$ cat config.mk
export PLATFORM = sky130hd
export DESIGN_NAME = cv32e41s_ct_target_seq
export DESIGN_NICKNAME = d
export VERILOG_FILES = /design/src/rtl/cv32e41s_pkg.sv /design/src/rtl/cv32e41s_ct_target_calc.sv /design/src/rtl/cv32e41s_ct_target_seq.sv
export SDC_FILE = /design/constraint.sdc
export NUM_CORES = 1
export LEC_CHECK = 0
export CAP_MARGIN = 5
export CORE_AREA = 2 2 102 203
export DETAILED_ROUTE_END_ITERATION = 8
export DIE_AREA = 0 0 104 205
export PLACE_DENSITY = 0.82
export SLEW_MARGIN = 15
export SYNTH_ARGS = -nofsm -noshare
export SYNTH_HDL_FRONTEND = slang
export SYNTH_SLANG_ARGS = --single-unit
$ cat constraint.sdc
create_clock -name clk -period 2.8 [get_ports clk]
set_clock_uncertainty 0.1 [all_clocks]
set_input_delay 0.56 -clock clk [delete_from_list [all_inputs] [get_ports clk]]
set_output_delay 0.56 -clock clk [all_outputs]
set_load 0.01 [all_outputs]
$ cat src/rtl/cv32e41s_pkg.sv
// Shared types for the control-transfer target sequencer: target mux select,
// sequencer state and default jump-vector-table geometry.
package cv32e41s_pkg;

  typedef enum logic [1:0] {
    CT_TBLJMP = 2'b00,
    CT_JAL    = 2'b01,
    CT_JALR   = 2'b10,
    CT_BCH    = 2'b11
  } bch_jmp_mux_e;

  typedef enum logic [1:0] {
    IDLE,
    TBL_REQ,
    TBL_WAIT,
    FLUSH
  } ct_seq_state_e;

  localparam int unsigned JVT_ADDR_WIDTH_DFLT  = 26;
  localparam int unsigned JVT_INDEX_WIDTH_DFLT = 8;

endpackage

$ cat src/rtl/cv32e41s_ct_target_calc.sv
// Combinational control-transfer arithmetic: jump/branch target, link PC and
// jump-table entry address. All adds are 32-bit modulo.
module cv32e41s_ct_target_calc
  import cv32e41s_pkg::*;
#(
  parameter int unsigned JVT_ADDR_WIDTH  = JVT_ADDR_WIDTH_DFLT,
  parameter int unsigned JVT_INDEX_WIDTH = JVT_INDEX_WIDTH_DFLT
) (
  input  bch_jmp_mux_e               sel_i,
  input  logic [31:0]                pc_i,
  input  logic [31:0]                imm_uj_i,
  input  logic [31:0]                imm_sb_i,
  input  logic [31:0]                imm_i_i,
  input  logic [31:0]                jalr_fw_i,
  input  logic [JVT_ADDR_WIDTH-1:0]  jvt_addr_i,
  input  logic [JVT_INDEX_WIDTH-1:0] jvt_index_i,
  input  logic                       compressed_i,
  input  logic                       dummy_i,
  output logic [31:0]                target_o,
  output logic [31:0]                pc_next_o,
  output logic [31:0]                tbl_addr_o
);

  logic [31:0] w_jalr_sum;

  assign w_jalr_sum = jalr_fw_i + imm_i_i;

  // Table jumps fall into the default arm: a dummy table jump acts as JALR.
  always_comb begin
    target_o = w_jalr_sum & 32'hFFFF_FFFE;
    case (sel_i)
      CT_JAL:  target_o = pc_i + imm_uj_i;
      CT_BCH:  target_o = pc_i + imm_sb_i;
      default: target_o = w_jalr_sum & 32'hFFFF_FFFE;
    endcase
  end

  assign pc_next_o  = pc_i + (dummy_i ? 32'd0 : (compressed_i ? 32'd2 : 32'd4));
  assign tbl_addr_o = {jvt_addr_i, {(32-JVT_ADDR_WIDTH){1'b0}}}
                    + (32'(jvt_index_i) << 2);

endmodule

$ cat src/rtl/cv32e41s_ct_target_seq.sv
// Registered control-transfer target unit with jump-table memory reads.
// Optional one-entry table cache: define CV32E41S_PCT_TBLJMP_CACHE_EN.
module cv32e41s_ct_target_seq
  import cv32e41s_pkg::*;
#(
  parameter int unsigned JVT_ADDR_WIDTH  = JVT_ADDR_WIDTH_DFLT,
  parameter int unsigned JVT_INDEX_WIDTH = JVT_INDEX_WIDTH_DFLT
) (
  input  logic                       clk,
  input  logic                       rst_n,
  input  logic                       valid_i,
  output logic                       ready_o,
  input  bch_jmp_mux_e               sel_i,
  input  logic [31:0]                pc_i,
  input  logic [31:0]                imm_uj_i,
  input  logic [31:0]                imm_sb_i,
  input  logic [31:0]                imm_i_i,
  input  logic [31:0]                jalr_fw_i,
  input  logic [JVT_ADDR_WIDTH-1:0]  jvt_addr_i,
  input  logic [JVT_INDEX_WIDTH-1:0] jvt_index_i,
  input  logic                       compressed_i,
  input  logic                       dummy_i,
  input  logic                       kill_i,
  output logic                       tbl_req_o,
  output logic [31:0]                tbl_addr_o,
  input  logic                       tbl_gnt_i,
  input  logic                       tbl_rvalid_i,
  input  logic [31:0]                tbl_rdata_i,
  input  logic                       tbl_err_i,
  output logic                       target_valid_o,
  input  logic                       target_ready_i,
  output logic [31:0]                target_o,
  output logic [31:0]                pc_next_o,
  output logic                       target_err_o
);

  ct_seq_state_e r_state, w_state_nxt;

  logic        r_valid, r_err;
  logic [31:0] r_target, r_pc_next, r_tbl_addr;
  logic [31:0] w_target, w_pc_next, w_tbl_addr, w_hit_target;
  logic        w_accept, w_is_tbl, w_hit, w_tbl_issue, w_resp;

  cv32e41s_ct_target_calc #(
    .JVT_ADDR_WIDTH  (JVT_ADDR_WIDTH),
    .JVT_INDEX_WIDTH (JVT_INDEX_WIDTH)
  ) u_calc (
    .sel_i        (sel_i),
    .pc_i         (pc_i),
    .imm_uj_i     (imm_uj_i),
    .imm_sb_i     (imm_sb_i),
    .imm_i_i      (imm_i_i),
    .jalr_fw_i    (jalr_fw_i),
    .jvt_addr_i   (jvt_addr_i),
    .jvt_index_i  (jvt_index_i),
    .compressed_i (compressed_i),
    .dummy_i      (dummy_i),
    .target_o     (w_target),
    .pc_next_o    (w_pc_next),
    .tbl_addr_o   (w_tbl_addr)
  );

  assign ready_o     = (r_state == IDLE) && (!r_valid || target_ready_i);
  assign w_accept    = valid_i && ready_o && !kill_i;
  assign w_is_tbl    = (sel_i == CT_TBLJMP) && !dummy_i;
  assign w_tbl_issue = w_accept && w_is_tbl && !w_hit;
  assign w_resp      = (r_state == TBL_WAIT) && tbl_rvalid_i && !kill_i;

`ifdef CV32E41S_PCT_TBLJMP_CACHE_EN
  logic                       r_c_valid;
  logic [JVT_ADDR_WIDTH-1:0]  r_c_base, r_req_base;
  logic [JVT_INDEX_WIDTH-1:0] r_c_index, r_req_index;
  logic [31:0]                r_c_target;

  assign w_hit        = w_is_tbl && r_c_valid && (r_c_base == jvt_addr_i)
                     && (r_c_index == jvt_index_i);
  assign w_hit_target = r_c_target;

  // A fresh fill overrides the stale-base check; a kill mid-fill wins over both.
  always_ff @(posedge clk or negedge rst_n) begin
    if (!rst_n) begin
      r_c_valid   <= 1'b0;
      r_c_base    <= '0;
      r_c_index   <= '0;
      r_c_target  <= '0;
      r_req_base  <= '0;
      r_req_index <= '0;
    end else begin
      if (w_tbl_issue) begin
        r_req_base  <= jvt_addr_i;
        r_req_index <= jvt_index_i;
      end
      if (kill_i && ((r_state == TBL_REQ) || (r_state == TBL_WAIT))) begin
        r_c_valid <= 1'b0;
      end else if (w_resp && !tbl_err_i) begin
        r_c_valid  <= 1'b1;
        r_c_base   <= r_req_base;
        r_c_index  <= r_req_index;
        r_c_target <= tbl_rdata_i & 32'hFFFF_FFFE;
      end else if (r_c_base != jvt_addr_i) begin
        r_c_valid <= 1'b0;
      end
    end
  end
`else
  assign w_hit        = 1'b0;
  assign w_hit_target = '0;
`endif

  always_comb begin
    w_state_nxt = r_state;
    case (r_state)
      IDLE:     if (w_tbl_issue) w_state_nxt = TBL_REQ;
      TBL_REQ: begin
        if (tbl_gnt_i)   w_state_nxt = kill_i ? FLUSH : TBL_WAIT;
        else if (kill_i) w_state_nxt = IDLE;
      end
      TBL_WAIT: begin
        if (tbl_rvalid_i) w_state_nxt = IDLE;
        else if (kill_i)  w_state_nxt = FLUSH;
      end
      FLUSH:    if (tbl_rvalid_i) w_state_nxt = IDLE;
      default:  w_state_nxt = IDLE;
    endcase
  end

  always_ff @(posedge clk or negedge rst_n) begin
    if (!rst_n) begin
      r_state <= IDLE;
    end else begin
      r_state <= w_state_nxt;
    end
  end

  // A table issue implies the output is empty or being popped, so the
  // final pop branch also retires any previous result in that cycle.
  always_ff @(posedge clk or negedge rst_n) begin
    if (!rst_n) begin
      r_valid    <= 1'b0;
      r_err      <= 1'b0;
      r_target   <= '0;
      r_pc_next  <= '0;
      r_tbl_addr <= '0;
    end else begin
      if (kill_i) begin
        r_valid <= 1'b0;
      end else if (w_accept && !w_tbl_issue) begin
        r_valid   <= 1'b1;
        r_target  <= w_hit ? w_hit_target : w_target;
        r_pc_next <= w_pc_next;
        r_err     <= 1'b0;
      end else if (w_resp) begin
        r_valid  <= 1'b1;
        r_target <= tbl_rdata_i & 32'hFFFF_FFFE;
        r_err    <= tbl_err_i;
      end else if (r_valid && target_ready_i) begin
        r_valid <= 1'b0;
      end
      if (w_tbl_issue) begin
        r_pc_next  <= w_pc_next;
        r_tbl_addr <= w_tbl_addr;
      end
    end
  end

  assign tbl_req_o      = (r_state == TBL_REQ);
  assign tbl_addr_o     = r_tbl_addr;
  assign target_valid_o = r_valid;
  assign target_o       = r_target;
  assign pc_next_o      = r_pc_next;
  assign target_err_o   = r_err;

endmodule

* Word level (Yosys, flattened, before mapping)
Cells that the tools add are included.
** Word-level totals
- Register bits after elaboration :: 100
- Input port bits :: 238
- Output and inout bits :: 100
- Logic and storage cells :: 66
** Operators by class
- $add $sub $neg :: 5
- Equality and inequality tests :: 10
- Muxes and demuxes :: 22
- Bitwise logic cells :: 1
- Reduce and logical (&&, ||, !) cells :: 22
** Operators with widths (number)
- two-way mux 32 bit :: 6
- adder 32 bit :: 4
- case mux 32 bit (2 select lines) :: 1
- adder 32 x 10 -> 32 bit :: 1
- two-way mux 2 bit :: 6
- logical AND 1 bit :: 9
- case mux 2 bit (4 select lines) :: 1
- two-way mux 1 bit :: 7
- == test 2 bit, second input constant :: 3
- == test 2 x 1 -> 1 bit, second input constant :: 2
- logical NOT 1 bit :: 4
- logical NOT 2 bit :: 2
- != test 2 bit, second input constant :: 2
- AND reduction 2 bit :: 2
- AND reduction 4 bit :: 1
- nonzero test 2 bit :: 2
- nonzero test 4 bit :: 1
- two-way mux 3 bit :: 1
- != test 3 x 2 -> 1 bit, second input constant :: 1
- != test 3 bit, second input constant :: 1
- != test 2 x 1 -> 1 bit, second input constant :: 1
- logical OR 1 bit :: 1
- inverter 1 bit :: 1

* Depth between registers and ports, before layout
- Depth after elaboration :: 11
- Gate-level depth with buffers :: 15
- Mapped depth without buffers :: 13

* Cells and area by module
From an unflattened synthesis, not the netlist that was laid out.
** Second synthesis, totals
- Cells, all modules :: 978
- Area total of the unflattened synthesis :: 9341.5 sq um
** Modules (own cells, without submodules)
- cv32e41s_ct_target_calc :: times used 1, cells an instance 715, area an instance 5084.9 sq um, seq. area each 0.0 sq um
- cv32e41s_ct_target_seq :: times used 1, cells an instance 263, area an instance 4256.6 sq um, seq. area each 2502.4 sq um

* Worst setup path before layout
No wires, ideal clock.
- Path type :: input-to-reg
- From :: input port sel_i[0]
- To :: register r_target[28], in the netlist target_o[28]
- Library setup time :: 0.135 ns
- Data arrival time :: 3.543 ns
- Required time :: 2.565 ns
- Setup slack :: -0.978 ns
- Stages on the path :: 15
- Buffers on the path :: 2
- Cells stage by stage :: buf_2 -> nand2_1 -> buf_1 -> mux2_2 -> ha_1 -> inv_1 -> fa_1 -> nand2b_1 -> a21oi_1 -> o21ai_1 -> o21ai_2 -> a41oi_2 -> o311ai_1 -> mux2i_1 -> o211ai_1
** On the way
- Cells in the longest elaborated chain, start to end :: 7
- Elaborated cells on any way between the ends :: 11
- Classes of those cells :: 2 x eq/ne; 2 x mux; 7 x reduce/logical
** RTL lines
- from (decl) :: line cv32e41s_ct_target_seq.sv:13 : input bch_jmp_mux_e sel_i,
- logical NOT 2 bit :: line cv32e41s_ct_target_seq.sv:65 : assign w_is_tbl = (sel_i == CT_TBLJMP) && !dummy_i;
- logical AND 1 bit :: line cv32e41s_ct_target_seq.sv:65
- logical AND 1 bit :: line cv32e41s_ct_target_seq.sv:66 : assign w_tbl_issue = w_accept && w_is_tbl && !w_hit;
- logical NOT 1 bit :: line cv32e41s_ct_target_seq.sv:147 : end else if (w_accept && !w_tbl_issue) begin
- logical AND 1 bit :: line cv32e41s_ct_target_seq.sv:147
- nonzero test 2 bit (no line)
- AND reduction 2 bit (no line)
- to (signal assigned) :: line cv32e41s_ct_target_seq.sv:149 : r_target <= w_hit ? w_hit_target : w_target;
- to (signal assigned) :: line cv32e41s_ct_target_seq.sv:154 : r_target <= tbl_rdata_i & 32'hFFFF_FFFE;
- to (decl) :: line cv32e41s_ct_target_seq.sv:40 : logic [31:0] r_target, r_pc_next, r_tbl_addr;
Parallel ways exist; a longest one is shown, timed or not.
A chain may end at the register's enable or synchronous reset.

* Worst setup path in the final report
- From :: input port sel_i[0]
- To :: register r_target[10], in the netlist target_o[10]
The elaborated chain is that of the path after synthesis.

==> flow_metrics.tcl <==
set metrics [dict create \
    die_h_um 205 \
    grt_max_degree 63 \
    io_pins 338 \
    setup_slack_ps -161 \
    worst_pin_slew_ps 787 \
    internal_power_uw 5280 \
    gp_congestion 0.950 \
    switching_share_pct 37.3 \
    pwr-share-comb_pct 56.6 \
    grt_use_met3_pct 7.95 \
    finalHoldViolCount 0 \
    critical_path_class "in -> reg" \
    yosysUniqueCellTypes 79 \
    critPathBufInv 4 \
    fin_crit_sh_pct 106 \
    path_common_cell "buf_4" \
    critical-path-slowest-cell "or4b_1" \
    synthTopCellsByArea "dfrtp_1 (27%), ha_1 (9.7%), nand2_1 (6.3%), xor2_1 (4.9%), mux2_2 (4.6%)" \
    grt_overflow 0 \
    syn_inst 1087 \
    drive_above_1_share_pct 29.6 \
    max_cap_violations 0 \
    wl_per_cell_um 21.4 \
    path_delay_family "simple AND/OR/NAND/NOR gates" \
    hold_class "in -> async" \
    grt-busiest-layer "met2" \
    dp_cells 1876 \
    rr_worst_depth 7 \
    rsz0062_at_grt "true" \
    p_seq_share_pct 27.8 \
    gr-usage-met2_pct 69.5 \
    synth_enable_flop_cells 0 \
    dr.pass1.iters 5 \
    worstSetupStartpointType "primary input" \
    p_leak_uw 0.00732 \
    dieArea_mm2 0.0213 \
    multi_input_area_mm2 0.00743 \
    start_util_pct 45.6 \
    max_freq_mhz 338 \
    r2r_slack_ps 390 \
    ys_ff_latch 98 \
    core_area_mm2 0.0197 \
    mappedNetlistArea_mm2 0.00900 \
    hpwl_mm 29.9 \
    slowest_delay_ps 630 \
    ant_nets 0 \
    finalMaxSlewViolations 0 \
    cp.arrival_ps 3110 \
    worst_ep_required_time_ps 2950 \
    setup_viol 23 \
    n_fill_cell 1168 \
    async_flop_share_pct 100 \
    power_switching_uw 3150 \
    final_cell_mix "clkdlybuf4s50_1 (265), buf_4 (259), nand2_1 (143), dfrtp_1 (98), o21ai_0 (72)" \
    synth_warnings 0 \
    grt_pass1_vias 11900 \
    finalNonFillerCells 1942 \
    die_w_um 104 \
    crit_path_end_kind "flop" \
    cts_tree "done" \
    grt_usage_pct 36.1 \
    vias_per_cell 5.87 \
    final_common_cell "clkdlybuf4s50_1" \
    clock_sinks 98 \
    final_util_pct 82.4 \
    failed_checks "negative setup slack" \
    cts_made_buffers 9 \
    final_nets 1984 \
    layout.area.seq_mm2 0.00245 \
    reg2reg_to "target_o[2]$_DFFE_PN0P_" \
    period_minus_slack_ps 2960 \
    num_rows 73 \
    synth_top_area_cell "dfrtp_1" \
    ys_seq_area_share_pct 27.2 \
    path_cells "buf_12 > buf_4 > nor3_1 > or4b_1 > buf_4 > or2_2 > buf_4 > a21oi_1 > o21ai_1" \
    ctsHtreeMaxLevel 3 \
    peakVddDrop_v 0.000374 \
    crit_start "sel_i[0]" \
    max-slew-margin-rel_pct 47.1 \
    worstSkewPairLatency_ps 360 \
    worstSetupEndpoint "target_o[10]$_DFFE_PN0P_" \
    grt_pass1_wl_mm 61.0 \
    synth_top_area_share_pct 27.2 \
    drc 0 \
    finalWirelength_mm 41.6 \
    regToRegStartpoint "r_state[1]$_DFFE_PN0P_" \
    cts_root_buffer "clkbuf_16" \
    vias 11400 \
    cts_hold_buf 0 \
    cp.depth 9 \
    synth-main-ff-cell "dfrtp_1" \
    antenna_found_initial 5 \
    clock_power_share_pct 15.6 \
    p_per_area_mw_per_mm2 518 \
    status "finished with violations" \
    areaGrowthSynthToFinish_pct 80.5 \
    port-buffer-count 334 \
    worstPathMaxFanout 52 \
    path_clk_slew_ps 70 \
    cts_buffer_depth 2 \
    syn_avg_cell_area_um2 8.28 \
    dr.first_iter.drc_count 747 \
    grt_util_met1_pct 32.7 \
]
-- metrics by stage --
stage               TNS [ps]  power (uW)  hold WS [ps]  area (um2)  setup slack, ps
floorplan              -3220        4130           164        9440             -303
global placement      -32230        6480           360       14700             -980
detailed placement    -37340        6610           369       14700            -1080
CTS                    -1200        8160           137       15900             -166
global route           -3660        8810           166       16300             -228
finish                 -1720        8420           119       16300             -161
-- repair_timing --
| action | in CTS | in global routing |
|---|---|---|
| pin swaps | 107 | 57 |
| buffers inserted | 37 | 12 |
| resized for setup | 173 | 69 |
| endpoints found under the hold margin | 0 | 0 |
| gates cloned | 2 | 0 |
| setup endpoints to repair | 49 | 40 |
-- cell usage after synthesis (5+ instances only) --
master	count
nand2_1	151
dfrtp_1	98
a21oi_1	82
o21ai_0	79
ha_1	70
xor2_1	50
xnor2_1	47
nor2_1	45
mux2_2	37
a21o_1	36
o21ai_1	35
clkbuf_1	33
nand3_1	30
and3_1	27
inv_1	25
nor3_1	18
nor2b_1	16
nand4_1	13
a211oi_1	12
nand2b_1	12
mux2i_1	11
o21bai_1	11
and4_1	9
a31oi_1	8
buf_2	8
o21a_1	8
o22ai_1	8
o211ai_1	7
and2_1	5
nor3b_1	5
o221ai_1	5
or3_1	5
-- kinds of logic after synthesis --
logic type,Yosys count,share of synthesized area (%)
adder cells (fa/ha/maj),74,10.6
other,1,0.0416
buffers and inverters,74,3.40
flip-flops,98,27.2
XOR/XNOR,97,9.44
AO/OA/AOI/OAI,340,24.2
multiplexers,49,6.02
AND/OR/NAND/NOR,354,19.0
-- area by class of cell --
cell class	instances	area share [%]
tap	262	2.02
multi-input combinational	918	45.7
timing repair buffer	620	34.7
clock inverter	3	0.246
inverter	25	0.577
clock buffer	11	1.56
sequential	98	15.1
antenna	5	0.0770
-- power groups by stage --
stage | logic [uW] | registers (uW) | clock network, uW
final | 4760 | 2340 | 1320
after global routing | 5050 | 2390 | 1370
after CTS | 4530 | 2320 | 1310
after detailed placement | 4280 | 2330 | 0
after global placement | 4160 | 2320 | 0
after floorplan | 1610 | 2520 | 0
-- worst min path at each step --
stage | endpoint | cells after the start | start
2_1_floorplan | pc_next_o[0]$_DFFE_PN0P_ | 0 | rst_n
6_report | tbl_addr_o[4]$_DFFE_PN0P_ | 1 | rst_n
3_5_place_dp | pc_next_o[11]$_DFFE_PN0P_ | 2 | pc_next_o[11]$_DFFE_PN0P_
5_1_grt | tbl_addr_o[8]$_DFFE_PN0P_ | 1 | rst_n
4_1_cts | tbl_addr_o[3]$_DFFE_PN0P_ | 1 | rst_n
3_3_place_gp | tbl_addr_o[17]$_DFFE_PN0P_ | 2 | tbl_addr_o[17]$_DFFE_PN0P_
-- state kept, by name, summed over array words and instances, names as in the netlist --
name and flops:
pc_next_o 32, r_state 2, target_err_o 1, target_o 32
target_valid_o 1, tbl_addr_o 30
-- routing by layer --
metal  wire (um)  share of wire (%)  vias to the layer above
li1            -                  -                     5126
met1       12900                 31                     5439
met2       22500                 54                      615
met3        2760                6.6                      212
met4        3460                8.3                        0
met5           0                  0                        -
(Power assumes the default switching activity.)
